## config.mk

```make
export PLATFORM = sky130hd
export DESIGN_NAME = dmem_rr_arbiter
export DESIGN_NICKNAME = d
export VERILOG_FILES = /design/src/rtl/mem_bus_pkg.sv /design/src/rtl/rr_arb2.sv /design/src/rtl/dmem_rr_arbiter.sv
export SDC_FILE = /design/constraint.sdc
export NUM_CORES = 1
export LEC_CHECK = 0
export CORE_AREA = 2 2 121 123
export CTS_BUF_LIST = sky130_fd_sc_hd__clkbuf_8 sky130_fd_sc_hd__clkbuf_16
export CTS_CLUSTER_DIAMETER = 120
export DETAILED_ROUTE_END_ITERATION = 16
export DIE_AREA = 0 0 123 125
export HOLD_SLACK_MARGIN = 0.12
export PLACE_DENSITY_LB_ADDON = 0.15
export SLEW_MARGIN = 20
export SYNTH_ARGS = -nofsm -noshare
export SYNTH_HDL_FRONTEND = slang
export SYNTH_SLANG_ARGS = --single-unit
```

## constraint.sdc

```tcl
create_clock -name clk -period 1.68 [get_ports clk]
set_input_delay 0.168 -clock clk [delete_from_list [all_inputs] [get_ports clk]]
set_output_delay 0.168 -clock clk [all_outputs]
set_load 0.01 [all_outputs]
```

## src/rtl/mem_bus_pkg.sv

```systemverilog
// Shared memory-bus types and constants for the data-RAM arbiters.
package mem_bus_pkg;

  localparam int unsigned DATA_W     = 32;
  localparam int unsigned ADDR_W     = 32;
  localparam int unsigned WEN_W      = 4;
  localparam int unsigned WORD_IDX_W = ADDR_W - 2;

  localparam logic [WEN_W-1:0]  WEN_READ          = 4'b0000;
  localparam logic [WEN_W-1:0]  WEN_WORD          = 4'b1111;
  localparam logic [DATA_W-1:0] ERR_RDATA_DEFAULT = 32'hdeadbeef;

  typedef struct packed {
    logic [WEN_W-1:0]  wen;
    logic [ADDR_W-1:0] addr;
    logic [DATA_W-1:0] wdata;
  } mem_req_t;

  typedef struct packed {
    logic              rvalid;
    logic [DATA_W-1:0] rdata;
    logic              err;
  } mem_resp_t;

  // Byte address to RAM word index; the low two bits select a byte lane only.
  function automatic logic [WORD_IDX_W-1:0] word_index(input logic [ADDR_W-1:0] addr);
    return addr[ADDR_W-1:2];
  endfunction

endpackage

```

## src/rtl/rr_arb2.sv

```systemverilog
// Two-input round-robin arbiter; the registered pointer remembers the last winner.
module rr_arb2 (
  input  logic       clk,
  input  logic       rst_n,
  input  logic [1:0] req,
  output logic [1:0] gnt
);

  logic last;

  // Pointer resets to 1 so requester 0 wins the first contention.
  always_ff @(posedge clk or negedge rst_n) begin
    if (!rst_n) begin
      last <= 1'b1;
    end else if (|gnt) begin
      last <= gnt[1];
    end
  end

  // Grants are suppressed while reset is held, whatever the requests.
  always_comb begin
    gnt = 2'b00;
    if (rst_n) begin
      case (req)
        2'b01:   gnt = 2'b01;
        2'b10:   gnt = 2'b10;
        2'b11:   gnt = last ? 2'b01 : 2'b10;
        default: gnt = 2'b00;
      endcase
    end
  end

endmodule

```

## src/rtl/dmem_rr_arbiter.sv

```systemverilog
// Round-robin arbiter sharing one synchronous-read data RAM between the CPU
// data port (master 0) and the debug/loader port (master 1).
module dmem_rr_arbiter
  import mem_bus_pkg::*;
#(
  parameter int unsigned       MEM_SIZE_WORDS = 1024,
  parameter logic [DATA_W-1:0] ERR_RDATA      = ERR_RDATA_DEFAULT
) (
  input  logic                  clk,
  input  logic                  rst_n,
  input  logic                  m0_req,
  input  logic [WEN_W-1:0]      m0_wen,
  input  logic [ADDR_W-1:0]     m0_addr,
  input  logic [DATA_W-1:0]     m0_wdata,
  output logic                  m0_ready,
  output logic                  m0_rvalid,
  output logic [DATA_W-1:0]     m0_rdata,
  output logic                  m0_err,
  input  logic                  m1_req,
  input  logic [WEN_W-1:0]      m1_wen,
  input  logic [ADDR_W-1:0]     m1_addr,
  input  logic [DATA_W-1:0]     m1_wdata,
  output logic                  m1_ready,
  output logic                  m1_rvalid,
  output logic [DATA_W-1:0]     m1_rdata,
  output logic                  m1_err,
  output logic                  mem_en,
  output logic [WEN_W-1:0]      mem_wen,
  output logic [WORD_IDX_W-1:0] mem_addr,
  output logic [DATA_W-1:0]     mem_wdata,
  input  logic [DATA_W-1:0]     mem_rdata
);

  // Extra bit keeps the limit exact even when the RAM spans the whole space.
  localparam logic [ADDR_W:0] ADDR_LIMIT = (ADDR_W + 1)'(MEM_SIZE_WORDS) << 2;

  logic [1:0]  gnt;
  mem_req_t    req0;
  mem_req_t    req1;
  mem_req_t    win;
  logic        granted;
  logic        in_range;

  logic        resp_valid;
  logic        resp_id;
  logic        resp_err;
  logic        resp_isread;
  logic [DATA_W-1:0] resp_rdata;
  mem_resp_t   resp0;
  mem_resp_t   resp1;

  rr_arb2 u_arb (
    .clk   (clk),
    .rst_n (rst_n),
    .req   ({m1_req, m0_req}),
    .gnt   (gnt)
  );

  // Winner selection and range check.
  always_comb begin
    req0     = '{wen: m0_wen, addr: m0_addr, wdata: m0_wdata};
    req1     = '{wen: m1_wen, addr: m1_addr, wdata: m1_wdata};
    win      = gnt[1] ? req1 : req0;
    granted  = |gnt;
    in_range = {1'b0, win.addr} < ADDR_LIMIT;
  end

  assign m0_ready = gnt[0];
  assign m1_ready = gnt[1];

  // RAM strobes: out-of-range accesses are granted but never reach the macro.
  always_comb begin
    mem_en    = 1'b0;
    mem_wen   = WEN_READ;
    mem_addr  = '0;
    mem_wdata = '0;
    if (granted && in_range) begin
      mem_en    = 1'b1;
      mem_wen   = win.wen;
      mem_addr  = word_index(win.addr);
      mem_wdata = win.wdata;
    end
  end

  // Response descriptor captured at the grant edge; a reset discards it.
  always_ff @(posedge clk or negedge rst_n) begin
    if (!rst_n) begin
      resp_valid  <= 1'b0;
      resp_id     <= 1'b0;
      resp_err    <= 1'b0;
      resp_isread <= 1'b0;
    end else begin
      resp_valid <= granted;
      if (granted) begin
        resp_id     <= gnt[1];
        resp_err    <= !in_range;
        resp_isread <= (win.wen == WEN_READ);
      end
    end
  end

  // Response steering: only the tagged master sees a non-zero response.
  always_comb begin
    resp_rdata = '0;
    if (resp_err) begin
      resp_rdata = ERR_RDATA;
    end else if (resp_isread) begin
      resp_rdata = mem_rdata;
    end

    resp0 = '0;
    resp1 = '0;
    if (resp_valid) begin
      if (resp_id) begin
        resp1 = '{rvalid: 1'b1, rdata: resp_rdata, err: resp_err};
      end else begin
        resp0 = '{rvalid: 1'b1, rdata: resp_rdata, err: resp_err};
      end
    end
  end

  assign m0_rvalid = resp0.rvalid;
  assign m0_rdata  = resp0.rdata;
  assign m0_err    = resp0.err;
  assign m1_rvalid = resp1.rvalid;
  assign m1_rdata  = resp1.rdata;
  assign m1_err    = resp1.err;

endmodule
```

=== After elaboration in Yosys (flattened, before gate mapping) ===
Index checks and enable logic that the tools add are counted.
W data, S select, Z words.

* Output and inout port bits: 137
* Bits of input ports: 172
* Logic and storage cells: 27
* Flip-flop bits (word level): 5

* Order comparisons: 1
* Reduce and logical (&&, ||, !) cells: 4
* Equal/unequal tests: 3
* Multiplexer cells: 14

{| class="wikitable"
|+ Operators with widths
! cell !! count
|-
| $mux W34 || 4
|-
| $mux W32 || 3
|-
| $mux W68 || 1
|-
| $lt A32 B13 Y1 const B || 1
|-
| $mux W30 || 1
|-
| $pmux W2 S3 || 1
|-
| $eq A2 B2 Y1 const B || 2
|-
| $logic_not A4 Y1 || 1
|-
| $mux W2 || 2
|-
| $mux W4 || 1
|-
| $eq A2 B1 Y1 const B || 1
|-
| $reduce_or A2 Y1 || 1
|-
| $logic_and A1 B1 Y1 || 1
|-
| $logic_not A1 Y1 || 1
|-
| $mux W1 || 1
|}

=== Logic depth before layout (Yosys ltp) ===
* Word-level depth: 7
* Gate-level depth with buffers: 8
* Gate-level depth less buffers: 5

=== Modules after synthesis ===
A second synthesis with hierarchy kept.

* Cells, all modules: 275
* Area total of the unflattened synthesis: 1672.9 um^2

{| class="wikitable"
|+ By module, submodules not included
! module !! sequential area each (um^2) !! area an instance (um^2) !! cells each !! instances
|-
| dmem_rr_arbiter || 100.1 || 1610.3 || 267 || 1
|-
| rr_arb2 || 26.3 || 62.6 || 8 || 1
|}

=== Worst setup path before layout ===
Ideal clock, no wire load.

* Path type: register to output
* From: register u_arb.last
* To: output port mem_addr[4]
* Data arrival time: 1.715 ns
* Stages on the path, launching flop included: 9
* Required time: 1.512 ns
* Path slack: -0.203 ns
* Buffers on the path: 3
* Cells stage by stage: dfstp_2 nand2_1 and3_1 buf_6 nor3_2 clkbuf_4 buf_2 a22oi_2 nor2_1

* Cells in the longest elaborated chain, start to end: 7
* Elaborated cells on any way between the ends: 8
* Classes of those cells: order compare (1); mux (5); reduce/logical (2)

{| class="wikitable"
|+ RTL lines
! element !! RTL line !! RTL
|-
| start, declared || rr_arb2.sv:9 || <nowiki>logic last;</nowiki>
|-
| start signal, assigned || rr_arb2.sv:16 || <nowiki>last <= gnt[1];</nowiki>
|-
| $mux W2 * || rr_arb2.sv:27 || <nowiki>2'b11: gnt = last ? 2'b01 : 2'b10;</nowiki>
|-
| $pmux W2 S3 * || rr_arb2.sv:24 || <nowiki>case (req)</nowiki>
|-
| $mux W2 * || rr_arb2.sv:23 || <nowiki>if (rst_n) begin</nowiki>
|-
| via m1_ready || dmem_rr_arbiter.sv:23 || <nowiki>output logic m1_ready,</nowiki>
|-
| $mux W68 || dmem_rr_arbiter.sv:63 || <nowiki>win = gnt[1] ? req1 : req0;</nowiki>
|-
| $lt A32 B13 Y1 || dmem_rr_arbiter.sv:65 || <nowiki>in_range = {1'b0, win.addr} < ADDR_LIMIT;</nowiki>
|-
| $logic_and A1 B1 Y1 || dmem_rr_arbiter.sv:77 || <nowiki>if (granted && in_range) begin</nowiki>
|-
| $mux W30 * || dmem_rr_arbiter.sv:77 ||
|-
| end, declared || dmem_rr_arbiter.sv:29 || <nowiki>output logic [WORD_IDX_W-1:0] mem_addr,</nowiki>
|}

Mark *: on every way through the listed nets, which the timed path passes. The rest lies on a longest branch.

=== Worst setup path in the final report ===
* From: register u_arb.last
* To: output port mem_wdata[14]

* Cells in the longest elaborated chain, start to end: 7
* Elaborated cells on any way between the ends: 8
* Classes of those cells: order compare (1); mux (5); reduce/logical (2)

{| class="wikitable"
|+ RTL lines
! element !! RTL line !! RTL
|-
| $mux W2 * || rr_arb2.sv:27 ||
|-
| $pmux W2 S3 * || rr_arb2.sv:24 ||
|-
| $mux W2 * || rr_arb2.sv:23 ||
|-
| $mux W68 || dmem_rr_arbiter.sv:63 ||
|-
| $lt A32 B13 Y1 || dmem_rr_arbiter.sv:65 ||
|-
| $logic_and A1 B1 Y1 || dmem_rr_arbiter.sv:77 ||
|-
| $mux W32 * || dmem_rr_arbiter.sv:77 ||
|-
| end, declared || dmem_rr_arbiter.sv:30 || <nowiki>output logic [DATA_W-1:0] mem_wdata,</nowiki>
|}

Every way passes the cells marked *; elsewhere a longest branch is shown, timed or not.

==> run_results.csv <==
group,metric,value,unit
global_routing,antenna_found_initial,2,
floorplan,core_area,14200,µm²
global_routing,met1_usage,0.155,
floorplan,die_h,125,µm
timing,setup_viol,48,
route,avgViaCountPerCell,4.14,
floorplan,ios,309,
global_routing,grt_pass1_vias,3374,
synthesis,synthSimpleGateAreaFrac,0.404,
synthesis,async_flop_share,1.00,
synthesis,synth-seq-area-share,0.0698,
timing,post-route-min-period,2.21,ns
synthesis,syn_area,1810,µm²
timing,rsz0062_at_grt,"yes",
clocking,clockBufferDepth,2,
placed_design,port_buffers,284,
synthesis,synth_top_family_by_area,"simple AND/OR/NAND/NOR gates",
synthesis,synthCells,282,
placed_design,routabilityCongestion,0.829,
route,antenna_left,0,
power,p_leak,0.00254,µW
timing,finalCritPeriodShare,1.32,
clocking,clock_latency,0.23,ns
synthesis,synthTopCellsByCount,"nor2_1, a22oi_1, nor2_2",
clocking,cts-root-buf,"clkbuf_16",
outcome,status,"complete, but fails checks",
synthesis,synth_top_area_share,0.155,
route,detail_route.iter0.violations,35,
clocking,numCtsBuffers,3,
route,avgRoutedWirePerCell,15.2,µm
layout,layout.cells.non_filler,789,
route,drc,0,
synthesis,synth_cell_types,32,
route,dr.pass1.iters,4,
clocking,cts.clk_slew.worst_paths,0.03,ns
synthesis,synthAdderAreaFrac,0,
synthesis,ys_seq_elements,5,
global_routing,grt_first_pass_wirelength,17900,µm
hold_path,holdCritPathClass,"in2async",
power,power_density,244,nW/µm²
layout,final.fill_count,1465,
run,max_cap_violations,0,
placed_design,dp_hpwl,9070,µm
floorplan,start_util,0.128,
clocking,cts_hold_buffers,0,
timing,holdWs,0.272,ns
timing,clock.fmax,0.452,GHz
synthesis,yosysWarnings,0,
critical_path,cp.arrival,2.04,ns
clocking,cts.sinks,5,
global_routing,grtUsageMet2,0.290,
route,wl,12000,µm
floorplan,rows,44,
global_routing,track_usage,0.147,
layout,area_growth,232,%
floorplan,dieWidth,123,µm
layout,drive_gt1_frac,0.435,
critical_path,worstSetupEndpointType,"output port",
layout,fin_nets,778,
floorplan,die_area,15400,µm²
critical_path,path_max_fanout,5,
critical_path,cp-start-kind,"flop",
timing,clock_skew,0.00286,ns
route,dr_total_vias,3263,
global_routing,top_usage_layer,"met2",
layout,antennaDiodeCount,0,
clocking,cts_tree,"done",
outcome,violations,"setup timing",
placed_design,dp_cells,752,
global_routing,grt_max_degree,22,
synthesis,synthTopCellsByArea,"nor2_1, a22oi_1, nor2_2, buf_4, a22oi_2",
synthesis,syn_avg_cell_area,6.42,µm²
global_routing,use_met3,0.0411,
synthesis,synth_xor_area_frac,0,
power,ir_drop,0.204,mV
synthesis,synthMuxAreaShare,0,
timing,hold_viol,0,
synthesis,synth-compound-area-share,0.320,
synthesis,netlist.top_cell.by_area,"nor2_1",
synthesis,yosysMostFrequentCell,"nor2_1",
synthesis,synth_edf_count,0,
synthesis,ys.flop_type,"dfrtp_1",
global_routing,overflow,0,
timing,setup_slack,-0.532,ns
critical_path,crit_required,1.51,ns
clocking,cts_max_level,1,
critical_path,crit_type,"reg2out",
timing,slew_viol_final,0,
==> registers in the layout (all words and copies together), names as in the netlist <==
signal       cells
u_arb.last       1
resp_err         1
resp_valid       1
resp_id          1
resp_isread      1
==> critical path, cell delays in order (launching register included) <==
cell and delay, ns:
dfstp_2 0.53, nand2_2 0.05, and3_4 0.18, nor3_4 0.24, o211ai_4 0.17, buf_12 0.17
buf_12 0.13, buf_16 0.14, nor2_2 0.06, buf_2 0.13
==> where the power goes <==
group / internal (µW) / switching (µW)
combinational: 571 / 365
clock: 308 / 73.2
sequential: 137 / 9.77
==> final cells by class <==
class	count	area, µm²	share of cell area
multi-input cells	245	1920	0.319
repair buffers	346	3640	0.605
inverters	5	18.8	0.00312
flip-flops and latches	5	129	0.0214
well taps	184	230	0.0383
clock buffers	3	75.1	0.0125
clock inverters	1	3.75	0.000624
==> path summary, 6_finish.rpt <==
path	cells after the start	end	startpoint	slack (ns)
max in group asynchronous	2	u_arb.last$_DFFE_PN1N_	rst_n	1.20
worst min-delay path	2	resp_id$_DFFE_PN0N_	rst_n	0.27
worst max register to register	9	resp_err$_DFFE_PN0N_	u_arb.last$_DFFE_PN1N_	-0.25
worst max-delay path	9	mem_wdata[14]	u_arb.last$_DFFE_PN1N_	-0.53
worst min register to register	3	resp_id$_DFFE_PN0N_	resp_id$_DFFE_PN0N_	0.64
min in group clk	3	resp_id$_DFFE_PN0N_	resp_id$_DFFE_PN0N_	0.64
==> logic make-up (layout without fill, tap and decap cells) <==
logic type	Yosys count	in the layout
and+or+nand+nor	147	147
DFF	5	5
other	1	20
buffers and inverters	51	355
AOI/OAI and AO/OA	78	78
==> metal layers <==
metal | up-vias | part of all wire
li1 | 1594 | -
met1 | 1461 | 0.36
met2 | 192 | 0.52
met3 | 12 | 0.11
met4 | 4 | 0.0096
met5 | - | 0.0022
==> cell usage in the layout, fill, tap and decap left out, types with 7 or more instances in the layout <==
cell type        Yosys  layout
a21oi_1             26      14
a21oi_2              0      12
a22oi_1             34       8
a22oi_2             12      38
and2_1              16      15
buf_12               3      15
buf_16               0       8
buf_2                4       7
buf_4               23      23
buf_6                3      51
clkbuf_2             0      26
clkdlybuf4s50_1      0     148
conb_1               1      20
dlygate4sd2_1        0      49
dlymetal6s2s_1       0       7
nor2_1              75      53
nor2_4               0      45
==> per-stage QoR <==
step / worst slack [ns] / util / instance area (µm²) / power [µW] / setup TNS, ns
global route: -0.594 / 0.423 / 6010 / 1560 / -23.05
global placement: -0.967 / 0.361 / 5120 / 1150 / -44.77
CTS: -0.571 / 0.419 / 5950 / 1480 / -24.41
floorplan: -0.0391 / - / 2150 / 416 / -0.794
detailed placement: -0.979 / 0.361 / 5120 / 1150 / -45.63
finish: -0.532 / 0.423 / 6010 / 1460 / -20.50
==> timing repair <==
item	in CTS	in global routing
endpoints found under the setup margin	117	93
pin swaps	38	29
gates resized for setup	397	113
gates cloned	13	1
setup buffers	22	7
No activity file was read; power rests on OpenSTA's default activity.
